`config.mk`:
```
export PLATFORM = sky130hd
export DESIGN_NAME = regfile_wb_queue
export DESIGN_NICKNAME = d
export VERILOG_FILES = /design/src/rtl/regfile_wb_queue_pkg.sv /design/src/rtl/regfile_wb_queue_fwd_match.sv /design/src/rtl/regfile_wb_queue.sv
export SDC_FILE = /design/constraint.sdc
export NUM_CORES = 1
export LEC_CHECK = 0
export BUFFER_PORTS_ARGS = -buffer_cell sky130_fd_sc_hd__buf_4
export CAP_MARGIN = 5
export CORE_ASPECT_RATIO = 0.7
export CORE_MARGIN = 2
export CORE_UTILIZATION = 40
export DETAILED_ROUTE_END_ITERATION = 10
export MAX_ROUTING_LAYER = met4
export PLACE_DENSITY_LB_ADDON = 0.08
export SLEW_MARGIN = 30
export SYNTH_ARGS = -nofsm -noshare
export SYNTH_HDL_FRONTEND = slang
export SYNTH_SLANG_ARGS = --single-unit
```
`constraint.sdc`:
```
create_clock -name clk -period 3.2 [get_ports clk]
set_clock_uncertainty 0.05 [all_clocks]
set_input_delay 0 -clock clk [delete_from_list [all_inputs] [get_ports clk]]
set_output_delay 0 -clock clk [all_outputs]
set_load 0.005 [all_outputs]
```
`src/rtl/regfile_wb_queue_pkg.sv`:
```
// regfile_wb_queue_pkg: LC-3b shared types plus the write-back queue entry and default depth.
package lc3b_types;
    typedef logic [15:0] lc3b_word;
    typedef logic [2:0]  lc3b_reg;
    typedef struct packed {
        lc3b_reg  dest;
        lc3b_word data;
    } lc3b_wb_entry;
    localparam int WBQ_DEPTH_DEFAULT = 4;
endpackage

```
`src/rtl/regfile_wb_queue_fwd_match.sv`:
```
// wbq_fwd_match: finds the youngest occupied queue entry whose dest matches src.
module wbq_fwd_match
    import lc3b_types::*;
#(
    parameter int DEPTH = WBQ_DEPTH_DEFAULT
) (
    input  lc3b_wb_entry             entries [DEPTH],
    input  logic [DEPTH-1:0]         valid,
    input  logic [$clog2(DEPTH)-1:0] head,
    input  lc3b_reg                  src,
    output logic                     hit,
    output lc3b_word                 data
);
    localparam int AW = $clog2(DEPTH);
    logic [AW-1:0] idx;
    // Walk oldest to youngest so the last match wins.
    always_comb begin
        hit  = 1'b0;
        data = '0;
        idx  = '0;
        for (int k = 0; k < DEPTH; k++) begin
            idx = head + AW'(k);
            if (valid[idx] && entries[idx].dest == src) begin
                hit  = 1'b1;
                data = entries[idx].data;
            end
        end
    end
endmodule

```
`src/rtl/regfile_wb_queue.sv`:
```
// regfile_wb_queue: FIFO of pending register-file writes, drained one per cycle.
// Define REGFILE_WBQ_FWD_EN to enable forwarding of queued values to decode.
module regfile_wb_queue
    import lc3b_types::*;
#(
    parameter int DEPTH = WBQ_DEPTH_DEFAULT
) (
    input  logic                   clk,
    input  logic                   rst_n,
    input  logic                   wr_valid,
    output logic                   wr_ready,
    input  lc3b_reg                wr_dest,
    input  lc3b_word               wr_data,
    input  logic                   hold,
    output logic                   load,
    output lc3b_reg                dest,
    output lc3b_word               in,
    input  lc3b_reg                src_a,
    input  lc3b_reg                src_b,
    output logic                   fwd_a_hit,
    output logic                   fwd_b_hit,
    output lc3b_word               fwd_a_data,
    output lc3b_word               fwd_b_data,
    output logic [$clog2(DEPTH):0] count,
    output logic                   empty,
    output logic                   full
);
    localparam int AW = $clog2(DEPTH);
    localparam int CW = AW + 1;
    lc3b_wb_entry  mem [DEPTH];
    logic [AW-1:0] head, tail;
    logic          push;
    assign empty    = count == '0;
    assign full     = count == CW'(DEPTH);
    assign wr_ready = !full;
    assign load     = !empty && !hold;
    assign push     = wr_valid && wr_ready;
    assign dest     = empty ? '0 : mem[head].dest;
    assign in       = empty ? '0 : mem[head].data;
    always_ff @(posedge clk) begin
        if (!rst_n) begin
            head  <= '0;
            tail  <= '0;
            count <= '0;
        end else begin
            if (push) tail <= tail + AW'(1);
            if (load) head <= head + AW'(1);
            count <= count + CW'(push) - CW'(load);
        end
    end
    always_ff @(posedge clk) begin
        if (rst_n && push) mem[tail] <= '{dest: wr_dest, data: wr_data};
    end
`ifdef REGFILE_WBQ_FWD_EN
    logic [DEPTH-1:0] valid;
    // An entry is occupied when its distance from head is below count.
    always_comb begin
        valid = '0;
        for (int i = 0; i < DEPTH; i++) valid[i] = {1'b0, AW'(AW'(i) - head)} < count;
    end
    wbq_fwd_match #(.DEPTH(DEPTH)) u_fwd_a (
        .entries(mem), .valid(valid), .head(head), .src(src_a),
        .hit(fwd_a_hit), .data(fwd_a_data)
    );
    wbq_fwd_match #(.DEPTH(DEPTH)) u_fwd_b (
        .entries(mem), .valid(valid), .head(head), .src(src_b),
        .hit(fwd_b_hit), .data(fwd_b_data)
    );
`else
    logic unused_src;
    assign unused_src = ^{src_a, src_b};
    assign fwd_a_hit  = 1'b0;
    assign fwd_b_hit  = 1'b0;
    assign fwd_a_data = '0;
    assign fwd_b_data = '0;
`endif
endmodule

```
* Yosys cells after proc, flatten, opt, wreduce, memory -nomap -nowiden
Memory sizes are Yosys's and may differ from the RTL's. A register that Yosys moved wholly into a read port is not among the register bits. Index checks and enable logic that the tools add are counted.
Storage, ports and cells: memories 1, output and inout bits 60, bits in writable memories 76, flip-flop bits (word level) 7
Memories:
- mem | depth 4, width 19, read ports 1, clocked after Yosys merged registers in 1, wr ports 1, RTL line regfile_wb_queue.sv:30 | lc3b_wb_entry mem [DEPTH];
Cells by class: equality and inequality tests 1, reductions and logical operators 7, multiplexer cells 6, add/subtract/negate cells 4
Operator list (number):
- $mux W16 | 1
- $add A2 B1 Y2 const B | 2
- $mux W2 | 2
- $add A3 B1 Y3 | 1
- $eq A3 B3 Y1 const B | 1
- $logic_and A1 B1 Y1 | 3
- $logic_not A1 Y1 | 3
- $logic_not A3 Y1 | 1
- $mux W3 | 1
- $sub A3 B1 Y3 | 1
- $mux W1 | 2

* Longest topological paths before layout
depth in word-level cells 6, depth in mapped cells 13

* Worst setup path after synthesis
No wires, ideal clock.
path kind reg2reg, from register count[1], to register count[2], stages on the path, launching flop included 11, data required time 3035 ps, buffers on the path 1, data arrival time 2298 ps, setup slack 737 ps, setup time 115 ps, period minus slack after synthesis 2463 ps, cells stage by stage dfxtp_1 nor3_1 buf_2 nor2_1 ha_1 inv_1 ha_1 fa_1 xnor2_1 xnor2_1 and2_1
RTL lines:
- from (decl) | RTL line regfile_wb_queue.sv:24 | output logic [$clog2(DEPTH):0] count,
- from (signal assigned) | RTL line regfile_wb_queue.sv:48 | count <= count + CW'(push) - CW'(load);
- $logic_not A3 Y1 | RTL line regfile_wb_queue.sv:33 | assign empty = count == '0;
- named net empty | RTL line regfile_wb_queue.sv:25 | output logic empty,
- $logic_not A1 Y1 | RTL line regfile_wb_queue.sv:36 | assign load = !empty && !hold;
- $logic_and A1 B1 Y1 | RTL line regfile_wb_queue.sv:36
- named net load | RTL line regfile_wb_queue.sv:15 | output logic load,
- $sub A3 B1 Y3 | RTL line regfile_wb_queue.sv:48
The timed path passes the listed nets, and every way through them passes these cells. A chain may end at the register's enable or synchronous reset.

* Worst setup path in the final report
from register count[0], to register count[2]
Between the ends: cells in the longest elaborated chain, start to end 5
RTL lines:
- $eq A3 B3 Y1 | RTL line regfile_wb_queue.sv:34 | assign full = count == CW'(DEPTH);
- $logic_not A1 Y1 | RTL line regfile_wb_queue.sv:35 | assign wr_ready = !full;
- $logic_and A1 B1 Y1 | RTL line regfile_wb_queue.sv:37 | assign push = wr_valid && wr_ready;
- $add A3 B1 Y3 | RTL line regfile_wb_queue.sv:48
- $sub A3 B1 Y3 * | RTL line regfile_wb_queue.sv:48
Every way passes the cells marked *; elsewhere a longest branch is shown, timed or not.

==> results.cfg <==
[sta]
timing.fmax_mhz = 398
fin_crit_ps = 2510
slew_headroom = 0.659
timing.final.ws_setup_ps = 689
rsz0062_at_grt = false
fin_crit_sh = 0.785
slew_violations = 0
timing.hold.ws_ps = 103
tightest_slew_ps = 512
setup_violations = 0
fin_tns_setup_ps = 0
finalHoldViolCount = 0

[placement]
dp_slack_ps = 646
place_hpwl_um = 3690
gp_congestion = 0.666
place_area_um2 = 4050
numPortBuffers = 48

[critical_path]
worstPathRequired_ps = 3370
cp_max_fo = 7
arrival_ps = 2690
startpoint = count[0]
path_class = reg -> reg
cp-start-kind = flop
end_kind = flop
r2r-start = count[0]

[global_route]
antenna_found_initial = 0
grt_util_met1 = 0.173
grt_util_met2 = 0.204
track_usage = 0.138
grt_pass1_vias = 1795
grt-ovfl-total = 0
grt_first_pass_wirelength_um = 9650
grt_max_degree = 24
busiest_layer = met2
grt_util_met3 = 0.0516

[run]
maxCapViolations = 0

[floorplan]
chipHeight_um = 84.2
num_io_pins = 89
rows = 29
initial_utilization = 0.409
die_w_um = 119
core_um2 = 9000
die_area_um2 = 9990

[final_layout]
final_common_cell = edfxtp_1
final_cell_mix = edfxtp_1 (76), buf_4 (54), conb_1 (34)
antenna_cells = 0
synthToLayoutAreaGrowth_pct = 23.6
layout.nets = 321
final_area_um2 = 4550
layout-drive-gt1-share = 0.280
final_util = 0.505

[clock_tree]
cts-resized-gates = 0
cts.path.max_buffers = 2
numCtsBuffers = 9
ctsHtreeMaxLevel = 3
clockRootBuffer = clkbuf_16
cts.sinks = 85
postCtsSetupBuffers = 0
cts_tree = yes
path_clk_slew_ps = 60
hold_buffers = 21
clk_latency_ps = 330

[logic_synthesis]
async_flop_share = 0
syn-cell-area_um2 = 3680
synthCells = 208
ys_seq_area_frac = 0.670
syn_avg_cell_area_um2 = 17.7
synth_enable_flop_cells = 76
synthFlopType = edfxtp_1
synth.distinct_cells = 27
yosys_warnings = 0
synth_seq_cells = 85

[hold_path]
hold_class = in -> reg
min-delay-start = wr_valid

[detailed_routing]
drc = 0
wire_per_inst_um = 14.9
drtPass1Iterations = 4
vias_per_cell = 4.40
wl_um = 6160
num_vias = 1816
drtIter0Drc = 88
antenna_left = 0

[power_and_ir_drop]
p_per_area_nw_per_um2 = 690
vdd_drop_max_mv = 0.283
p_leak_nw = 1.71

[run_status]
outcome = completed
synth_stat cells, types with 2 or more instances:
library cell,count,area [um^2]
edfxtp_1,76,2280
buf_4,34,255
nor2b_1,17,106
mux4_2,10,225
dfxtp_1,9,180
mux4_1,9,236
inv_1,7,26.3
ha_1,6,75.1
nand2_1,6,22.5
and3_1,4,25.0
buf_2,4,20.0
and2_1,3,18.8
mux2i_1,3,30.0
nor2b_4,3,41.3
a21boi_0,2,15.0
clkbuf_1,2,7.51
nor2_1,2,7.51
xnor2_1,2,17.5
worst paths after layout:
kind               to  slack (ps)  cells past startpoint
min           tail[1]         100                      3
max          count[2]         690                     12
min reg2reg      flop         420                      2
max reg2reg  count[2]         690                     12
worst max-delay path: stages, from the launching register on:
cell and delay [ps]:
dfxtp_1 400, nor2_1 60, nand2_1 80, inv_1 50
nor2b_1 380, inv_1 90, ha_1 280, inv_1 40
ha_1 180, fa_1 370, xnor2_1 150, xnor2_1 120
and2_1 150
through the flow:
step                      instances  power [W]
after detailed placement        377    0.00219
after global placement          377    0.00218
after CTS                       413    0.00320
after floorplan                 241    0.00187
after global routing            413    0.00331
final                           413    0.00314
registers in the layout, indices dropped and copies added, names as in the netlist, named ones only:
| signal | cells |
|---|---|
| mem | 76 |
| count | 3 |
| head | 2 |
| tail | 2 |
metal layers:
metal	up-vias	part of all wire
met3	7	0.056
li1	860	-
met1	897	0.45
met5	-	0
met2	52	0.48
met4	0	0.011
layout make-up:
cell class	count	area (um^2)
Tap cell	124	155
Sequential cell	85	2460
Multi-Input combinational cell	107	1000
Clock inverter	5	52.6
Timing Repair Buffer	75	616
Clock buffer	10	229
Fill cell	810	4450
Inverter	7	26.3
power breakdown:
part	leakage (nW)	switching [W]	internal, W
sequential	0.764	0.0000474	0.00130
clock	0.130	0.000383	0.000594
combinational	0.814	0.000358	0.000456
total	1.71	0.000789	0.00235
cells by family (layout without fill, tap and decap cells):
kind of cell,Yosys count,after routing,synth area share
other cells,1,34,0.00102
flops,85,85,0.670
simple gates,39,39,0.0670
compound gates,3,3,0.00544
mux,22,22,0.134
buf+inv,49,97,0.0925
fa+ha+maj,7,7,0.0259
xor+xnor,2,2,0.00476
Note: power is estimated with default switching activity, not from simulation.
